<file path="config.mk">
export PLATFORM = sky130hd
export DESIGN_NAME = memory_stage
export DESIGN_NICKNAME = d
export VERILOG_FILES = /design/src/rtl/memory_stage.sv
export SDC_FILE = /design/constraint.sdc
export NUM_CORES = 1
export LEC_CHECK = 0
export ABC_AREA = 1
export CORE_MARGIN = 2
export CORE_UTILIZATION = 44
export DETAILED_ROUTE_END_ITERATION = 16
export HOLD_SLACK_MARGIN = 0.1
export PLACE_DENSITY_LB_ADDON = 0.1
export SKIP_CTS_REPAIR_TIMING = 1
export SLEW_MARGIN = 20
export SYNTH_ARGS = -nofsm -noshare
export SYNTH_HDL_FRONTEND = slang
export SYNTH_SLANG_ARGS = --single-unit
</file>
<file path="constraint.sdc">
create_clock -name clk -period 5.38 [get_ports clk]
set_input_delay 1.076 -clock clk [delete_from_list [all_inputs] [get_ports clk]]
set_output_delay 1.076 -clock clk [all_outputs]
set_load 0.03 [all_outputs]
</file>
<file path="src/rtl/memory_stage.sv">
// Memory stage: forwards non-memory results in one cycle and runs load/store
// transactions on a req/ack data bus with a bounded wait.
module memory_stage #(
    parameter int unsigned TIMEOUT = 255
) (
    input  logic        clk,
    input  logic        reset,
    input  logic        in_valid,
    output logic        in_ready,
    input  logic [6:0]  opcode,
    input  logic [2:0]  funct3,
    input  logic [4:0]  rd,
    input  logic [31:0] rd_data,
    input  logic [31:0] mem_addr,
    input  logic [31:0] mem_out,
    output logic        dmem_req,
    output logic        dmem_we,
    output logic [31:0] dmem_addr,
    output logic [3:0]  dmem_be,
    output logic [31:0] dmem_wdata,
    input  logic [31:0] dmem_rdata,
    input  logic        dmem_ack,
    output logic        wb_valid,
    output logic        wb_we,
    output logic [4:0]  wb_rd,
    output logic [31:0] wb_data,
    output logic        misalign,
    output logic        bus_err
);
    localparam logic [6:0] OP_LOAD   = 7'b0000011;
    localparam logic [6:0] OP_STORE  = 7'b0100011;
    localparam logic [6:0] OP_BRANCH = 7'b1100011;
    localparam int CNT_W = (TIMEOUT < 2) ? 1 : $clog2(TIMEOUT + 1);

    typedef enum logic {
        IDLE   = 1'b0,
        ACCESS = 1'b1
    } state_t;

    state_t             state_q, state_d;
    logic [CNT_W-1:0]   cnt_q, cnt_d;
    logic [2:0]         f3_q, f3_d;
    logic [4:0]         rd_q, rd_d;
    logic [1:0]         lane_q, lane_d;
    logic               is_load_q, is_load_d;

    logic               dmem_req_q, dmem_req_d;
    logic               dmem_we_q, dmem_we_d;
    logic [31:0]        dmem_addr_q, dmem_addr_d;
    logic [3:0]         dmem_be_q, dmem_be_d;
    logic [31:0]        dmem_wdata_q, dmem_wdata_d;
    logic               wb_valid_q, wb_valid_d;
    logic               wb_we_q, wb_we_d;
    logic [4:0]         wb_rd_q, wb_rd_d;
    logic [31:0]        wb_data_q, wb_data_d;
    logic               misalign_q, misalign_d;
    logic               bus_err_q, bus_err_d;

    logic        is_load, is_store, is_mem;
    logic        f3_legal, addr_ok, timed_out;
    logic [1:0]  a;
    logic [31:0] lane_word, load_value;
    logic [3:0]  store_be;
    logic [31:0] store_wdata;

    assign is_load  = (opcode == OP_LOAD);
    assign is_store = (opcode == OP_STORE);
    assign is_mem   = is_load | is_store;
    assign a        = mem_addr[1:0];

    // Only byte/half/word widths exist; loads add the unsigned byte/half forms.
    always_comb begin
        f3_legal = 1'b0;
        if (is_load) begin
            f3_legal = (funct3 == 3'b000) || (funct3 == 3'b001) || (funct3 == 3'b010)
                    || (funct3 == 3'b100) || (funct3 == 3'b101);
        end else if (is_store) begin
            f3_legal = (funct3[2] == 1'b0) && (funct3[1:0] != 2'b11);
        end
    end

    always_comb begin
        case (funct3[1:0])
            2'b00:   addr_ok = 1'b1;
            2'b01:   addr_ok = (a[0] == 1'b0);
            default: addr_ok = (a == 2'b00);
        endcase
    end

    always_comb begin
        case (funct3[1:0])
            2'b00: begin
                store_be    = 4'b0001 << a;
                store_wdata = {4{mem_out[7:0]}};
            end
            2'b01: begin
                store_be    = 4'b0011 << a;
                store_wdata = {2{mem_out[15:0]}};
            end
            default: begin
                store_be    = 4'b1111;
                store_wdata = mem_out;
            end
        endcase
    end

    // Bring the addressed lane down to bit 0, then size/extend it.
    assign lane_word = dmem_rdata >> {lane_q, 3'b000};

    always_comb begin
        case (f3_q)
            3'b000:  load_value = {{24{lane_word[7]}}, lane_word[7:0]};
            3'b001:  load_value = {{16{lane_word[15]}}, lane_word[15:0]};
            3'b100:  load_value = {24'd0, lane_word[7:0]};
            3'b101:  load_value = {16'd0, lane_word[15:0]};
            default: load_value = dmem_rdata;
        endcase
    end

    assign timed_out = ((32'(cnt_q) + 32'd1) >= TIMEOUT);

    always_comb begin
        state_d      = state_q;
        cnt_d        = cnt_q;
        f3_d         = f3_q;
        rd_d         = rd_q;
        lane_d       = lane_q;
        is_load_d    = is_load_q;
        dmem_req_d   = dmem_req_q;
        dmem_we_d    = dmem_we_q;
        dmem_addr_d  = dmem_addr_q;
        dmem_be_d    = dmem_be_q;
        dmem_wdata_d = dmem_wdata_q;
        wb_valid_d   = 1'b0;
        wb_we_d      = 1'b0;
        wb_rd_d      = 5'd0;
        wb_data_d    = 32'd0;
        misalign_d   = 1'b0;
        bus_err_d    = 1'b0;

        case (state_q)
            IDLE: begin
                if (in_valid) begin
                    wb_rd_d = rd;
                    if (!is_mem) begin
                        wb_valid_d = 1'b1;
                        wb_data_d  = rd_data;
                        wb_we_d    = (rd != 5'd0) && (opcode != OP_BRANCH);
                    end else if (!f3_legal || !addr_ok) begin
                        wb_valid_d = 1'b1;
                        misalign_d = 1'b1;
                    end else begin
                        state_d      = ACCESS;
                        cnt_d        = '0;
                        f3_d         = funct3;
                        rd_d         = rd;
                        lane_d       = a;
                        is_load_d    = is_load;
                        dmem_req_d   = 1'b1;
                        dmem_we_d    = is_store;
                        dmem_addr_d  = {mem_addr[31:2], 2'b00};
                        dmem_be_d    = is_store ? store_be : 4'b1111;
                        dmem_wdata_d = is_store ? store_wdata : 32'd0;
                    end
                end
            end
            ACCESS: begin
                if (dmem_ack || timed_out) begin
                    state_d      = IDLE;
                    dmem_req_d   = 1'b0;
                    dmem_we_d    = 1'b0;
                    dmem_addr_d  = 32'd0;
                    dmem_be_d    = 4'd0;
                    dmem_wdata_d = 32'd0;
                    wb_valid_d   = 1'b1;
                    wb_rd_d      = rd_q;
                    // A late ack on the timeout edge still completes the access.
                    if (dmem_ack) begin
                        if (is_load_q) begin
                            wb_we_d   = (rd_q != 5'd0);
                            wb_data_d = load_value;
                        end
                    end else begin
                        bus_err_d = 1'b1;
                    end
                end else begin
                    cnt_d = cnt_q + 1'b1;
                end
            end
            default: state_d = IDLE;
        endcase
    end

    always_ff @(posedge clk or posedge reset) begin
        if (reset) begin
            state_q      <= IDLE;
            cnt_q        <= '0;
            f3_q         <= 3'd0;
            rd_q         <= 5'd0;
            lane_q       <= 2'd0;
            is_load_q    <= 1'b0;
            dmem_req_q   <= 1'b0;
            dmem_we_q    <= 1'b0;
            dmem_addr_q  <= 32'd0;
            dmem_be_q    <= 4'd0;
            dmem_wdata_q <= 32'd0;
            wb_valid_q   <= 1'b0;
            wb_we_q      <= 1'b0;
            wb_rd_q      <= 5'd0;
            wb_data_q    <= 32'd0;
            misalign_q   <= 1'b0;
            bus_err_q    <= 1'b0;
        end else begin
            state_q      <= state_d;
            cnt_q        <= cnt_d;
            f3_q         <= f3_d;
            rd_q         <= rd_d;
            lane_q       <= lane_d;
            is_load_q    <= is_load_d;
            dmem_req_q   <= dmem_req_d;
            dmem_we_q    <= dmem_we_d;
            dmem_addr_q  <= dmem_addr_d;
            dmem_be_q    <= dmem_be_d;
            dmem_wdata_q <= dmem_wdata_d;
            wb_valid_q   <= wb_valid_d;
            wb_we_q      <= wb_we_d;
            wb_rd_q      <= wb_rd_d;
            wb_data_q    <= wb_data_d;
            misalign_q   <= misalign_d;
            bus_err_q    <= bus_err_d;
        end
    end

    assign in_ready   = (state_q == IDLE);
    assign dmem_req   = dmem_req_q;
    assign dmem_we    = dmem_we_q;
    assign dmem_addr  = dmem_addr_q;
    assign dmem_be    = dmem_be_q;
    assign dmem_wdata = dmem_wdata_q;
    assign wb_valid   = wb_valid_q;
    assign wb_we      = wb_we_q;
    assign wb_rd      = wb_rd_q;
    assign wb_data    = wb_data_q;
    assign misalign   = misalign_q;
    assign bus_err    = bus_err_q;

endmodule

</file>
# After elaboration in Yosys (flattened, before gate mapping)
# Index checks and enable logic that the tools add are counted.
word_totals:
  regBits: 131
op_classes:
  n_addsub: 2
  order_cmp: 1
  eq_ne: 17
  n_shift: 3
  n_mux: 67
  bitwise_logic: 5
  n_reduce_logical: 19
ops:
  columns: ["cell", "count"]
  rows:
  - ["2-to-1 mux 32 bit", 13]
  - ["one-hot mux 32 bit (2 select lines)", 4]
  - ["one-hot mux 32 bit (4 select lines)", 1]
  - ["2-to-1 mux 8 bit", 4]
  - ["right shift 32 x 5 -> 16 bit", 1]
  - ["2-to-1 mux 1 bit", 28]
  - ["2-to-1 mux 4 bit", 5]
  - ["one-hot mux 4 bit (2 select lines)", 2]
  - ["one-hot mux 8 bit (2 select lines)", 1]
  - ["equality test 3 bit, second input constant", 4]
  - ["one-hot mux 1 bit (2 select lines)", 6]
  - ["AND reduction 4 bit", 3]
  - ["2-to-1 mux 5 bit", 2]
  - ["one-hot mux 5 bit (2 select lines)", 1]
  - ["nonzero test 5 bit", 2]
  - ["adder 8 x 1 -> 9 bit, second input constant", 1]
  - ["greater-or-equal comparator 9 x 8 -> 1 bit, second input constant", 1]
  - ["adder 8 x 1 -> 8 bit, second input constant", 1]
  - ["!= test 2 bit, second input constant", 4]
  - ["equality test 7 x 2 -> 1 bit, second input constant", 1]
  - ["equality test 7 x 6 -> 1 bit, second input constant", 1]
  - ["!= test 7 bit, second input constant", 1]
  - ["equality test 3 x 1 -> 1 bit, second input constant", 2]
  - ["zero test 3 bit", 2]
  - ["11 further kinds", 23]

# Longest topological paths before layout
logic_depth:
  depth_word: 12
  ltp_mapped: 14
  depth_no_buf: 12

# Worst setup path before layout
# Ideal clock, no wire load.
synth_path:
  path_kind: "input-to-reg"
  startpoint: "in opcode[2]"
  endpoint: "reg dmem_req_q, in the netlist dmem_req"
  t_arrival_ns: 2.245
  setup_slack_ns: 3.008
  cell_stages: 12
  path_buffers: 2
  path_cell_list: "inv_1 > nand2_1 > nor2_2 > nand2_1 > nand2_1 > nand2_1 > o21ai_1 > nand2_4 > buf_6 > buf_6 > nand2_1 > nand2_1"
synth_via:
  elab_chain_len: 7
  word_cells_on_any_way: 10
  cone_classes: "eq/ne (4); mux (2); bitwise (1); reduce/logical (3)"
synth_lines:
  columns: ["element", "line", "source"]
  rows:
  - ["start: declaration", "10", "input logic [6:0] opcode,"]
  - ["equality test 7 x 6 -> 1 bit", "67", "assign is_store = (opcode == OP_STORE);"]
  - ["2-to-1 mux 1 bit", "77", "end else if (is_store) begin"]
  - ["2-to-1 mux 1 bit", "74", "if (is_load) begin"]
  - ["zero test 1 bit", "149", "end else if (!f3_legal || !addr_ok) begin"]
  - ["logical OR 1 bit", "149", null]
  - ["!= test 2 bit (no source line)", null, null]
  - ["AND reduction 4 bit (no source line) (*)", null, null]
  - ["end signal: assignment", "220", "dmem_req_q <= dmem_req_d;"]
  - ["end: declaration", "47", "logic dmem_req_q, dmem_req_d;"]
# Mark *: on every way between the ends. The rest lies on a longest branch, timed or not.
# A chain may end at the register's enable or synchronous reset.

# Worst setup path in the final report
layout_path:
  startpoint: "in funct3[1]"
  endpoint: "reg dmem_wdata_q[28], in the netlist dmem_wdata[28]"
layout_via:
  elab_chain_len: 10
  word_cells_on_any_way: 27
  cone_classes: "eq/ne (7); mux (9); reduce/logical (11)"
layout_lines:
  columns: ["element", "line", "source"]
  rows:
  - ["start: declaration", "11", "input logic [2:0] funct3,"]
  - ["equality test 3 x 1 -> 1 bit or zero test 3 bit (tied branches)", "75", "f3_legal = (funct3 == 3'b000) || (funct3 == 3'b001) || (funct3 == 3'b010)"]
  - ["logical OR 1 bit (2 in series)", "75", null]
  - ["logical OR 1 bit (2 in series)", "76", "|| (funct3 == 3'b100) || (funct3 == 3'b101);"]
  - ["2-to-1 mux 1 bit", "74", null]
  - ["zero test 1 bit", "149", null]
  - ["logical OR 1 bit", "149", null]
  - ["!= test 2 bit (no source line)", null, null]
  - ["AND reduction 4 bit (no source line)", null, null]
  - ["end signal: assignment", "224", "dmem_wdata_q <= dmem_wdata_d;"]
  - ["end: declaration", "51", "logic [31:0] dmem_wdata_q, dmem_wdata_d;"]
# Parallel ways exist; a longest one is shown, timed or not. The select of a mux whose other input is x is not followed.

==> impl_metrics.json <==
{
  "outcome": "complete, no violations",
  "critPathSlowestCell": "clkdlybuf4s50_1",
  "layout-area-overhead-vs-synth_pct": 49.8,
  "grt_use_total_pct": 26.2,
  "nFillCells": 1230,
  "synth_cell_types": 35,
  "stdcell_area_um2": 9580,
  "total_leakage_power_nw": 4.57,
  "fmax_mhz": 281,
  "cpPeakStageDelay_ns": 0.84,
  "vias": 6359,
  "grt_pass1_vias": 6001,
  "fin_crit_ns": 3.56,
  "path_delay_family": "buffers and inverters",
  "drc": 0,
  "detail_route.wl_per_cell_um": 15.9,
  "start_kind": "primary input",
  "detail-route-antenna-nets": 0,
  "grt_remaining_overflow": 0,
  "crit_path_end_kind": "flip-flop",
  "rsz0062_at_grt": "false",
  "clk_latency_ns": 0.42,
  "hold_violations": 0,
  "place_hpwl_um": 14200,
  "nNetsFinal": 1221,
  "die_h_um": 125,
  "clock-sinks": 129,
  "rows": 44,
  "setup.worst_path.class": "in -> reg",
  "tightest_slew_ns": 0.912,
  "final_common_cell": "nand2_1",
  "clkTransAtPathRegs_ns": 0.05,
  "cts_tree": "yes",
  "regArea_um2": 3230,
  "synth-warning-count": 0,
  "yosys.area.top_type": "dfrtp_1",
  "dieWidth_um": 125,
  "hold_path.class": "reg -> reg",
  "core_um2": 14400,
  "ff2ff_setup_slack_ns": 2.33,
  "first_pass_iters": 5,
  "synthCells": 829,
  "grt_max_degree": 72,
  "dieArea_um2": 15500,
  "slew_viol_final": 0,
  "port-buffer-count": 256,
  "drive_gt1_share_pct": 5.36,
  "layout_common_cells": "nand2_1, clkdlybuf4s50_1, dfrtp_1, inv_1, o21ai_0",
  "grt_pass1_wl_um": 32300,
  "synth.avg_cell_area_um2": 7.71,
  "routed_wl_um": 20200,
  "detail_route.iter0.violations": 543,
  "yosysSeqAreaShare_pct": 50.5,
  "finalSetupViolations": 0,
  "crit_buf_inv": 3,
  "power_mw": 2.53,
  "finalCritPeriodShare_pct": 66.1,
  "power.density_nw_per_um2": 264,
  "max-clock-path-buffers": 2,
  "clock_skew_ns": 0.00598,
  "post-place-ws_ns": 1.40,
  "critPathArrivalTime_ns": 3.91,
  "h-tree-depth": 4,
  "cap_violations": 0,
  "synth_top_area_share_pct": 50.5,
  "start_util_pct": 44.5,
  "placed_cell_area_um2": 9040,
  "multiInputGateArea_um2": 2670,
  "netlist_area_um2": 6390,
  "synth-seq-cells": 129,
  "crit_path_cell_trace": "clkdlybuf4s50_1 -> inv_2 -> nand2_2 -> nor2_1 -> a21oi_1 -> nand4_1 -> buf_4 -> nor2_4 -> nand3b_1 -> nand2_1",
  "place.gp.congestion": 0.851,
  "antenna_found_initial": 0,
  "final.setup.worst_slack_ns": 1.82,
  "path_max_fanout": 32,
  "max-vdd-ir-drop_v": 0.000216,
  "numCtsBuffers": 17,
  "cts_root_buf": "clkbuf_16",
  "io_pins": 259,
  "n_antenna_cell": 0,
  "slew-limit-headroom_pct": 39.2,
  "yosys-top-cells-area": "dfrtp_1, nand2_1, o21ai_0",
  "fin_util_pct": 66.7,
  "via_per_inst": 5.02,
  "crit_required_ns": 5.74,
  "setup_tns_ns": 0
}
registers in the layout, indices dropped and copies added (netlist names):
| name | count |
|---|---|
| wb_we | 1 |
| dmem_addr | 30 |
| dmem_be | 4 |
| lane_q | 2 |
| cnt_q | 8 |
| bus_err | 1 |
| f3_q | 3 |
| wb_valid | 1 |
| misalign | 1 |
| dmem_wdata | 32 |
| state_q | 1 |
| dmem_req | 1 |
| dmem_we | 1 |
| wb_rd | 5 |
| is_load_q | 1 |
| wb_data | 32 |
| rd_q | 5 |
logic make-up after synthesis:
family | synth area share [%]
and+or+nand+nor | 29.3
AOI/OAI and AO/OA | 11.6
DFF | 50.5
buffers and inverters | 8.00
adders and majority gates | 0.391
muxes | 0.157
other | 0.0586
path summary, 6_finish.rpt:
kind / from / end / depth (start not counted)
worst max-delay path: funct3[1] / dmem_wdata[28]$_DFFE_PP0P_ / 10
min in group asynchronous: reset / dmem_addr[18]$_DFFE_PP0P_ / 2
worst min-delay path: dmem_addr[7]$_DFFE_PP0P_ / dmem_addr[7]$_DFFE_PP0P_ / 2
max in group asynchronous: reset / wb_data[24]$_DFF_PP0_ / 3
worst max register to register: lane_q[0]$_DFFE_PP0P_ / wb_data[24]$_DFF_PP0_ / 7
worst min register to register: dmem_addr[7]$_DFFE_PP0P_ / dmem_addr[7]$_DFFE_PP0P_ / 2
worst min-delay path: cells and delay by family, from the launching register on:
family,cells,cell delay [ns]
and+or+nand+nor,2,0.09
DFF,1,0.34
synth_stat cells, drive strengths merged:
cell type / n
a21boi: 1
a21oi: 20
a221oi: 2
a32o: 1
buf: 28
clkbuf: 11
clkinv: 1
conb: 1
dfrtp: 129
ha: 2
inv: 80
mux2i: 1
nand2: 315
nand3: 53
nand3b: 8
nand4: 4
nor2: 52
nor3: 7
nor4: 1
o2111ai: 2
o211ai: 24
o21ai: 67
o22ai: 12
or2: 7
per-stage QoR:
step	hold slack (ns)	cells
6_report	0.468	1267
5_1_grt	0.487	1267
4_1_cts	0.471	1267
3_5_place_dp	0.457	1237
3_3_place_gp	0.452	1237
2_1_floorplan	0.453	830
power by group:
part,total [mW],switching (mW),internal (mW),leakage (nW)
combinational,0.412,0.220,0.192,2.56
clock,1.08,0.429,0.651,0.268
sequential,1.04,0.0253,1.01,1.74
layout make-up:
class | count | area share [%]
clock inverter | 10 | 0.914
clock buffer | 20 | 4.77
tap | 184 | 2.40
timing repair buffer | 262 | 27.2
inverter | 81 | 3.20
multi-input combinational | 581 | 27.8
sequential | 129 | 33.7
metal layers:
| metal | global-route usage (%) | routed length [µm] |
|---|---|---|
| met5 | 0 | 0 |
| met4 | 7.34 | 380 |
| met2 | 43.1 | 9760 |
| met3 | 6.10 | 1510 |
| met1 | 35.0 | 8500 |
(Power assumes the default switching activity.)
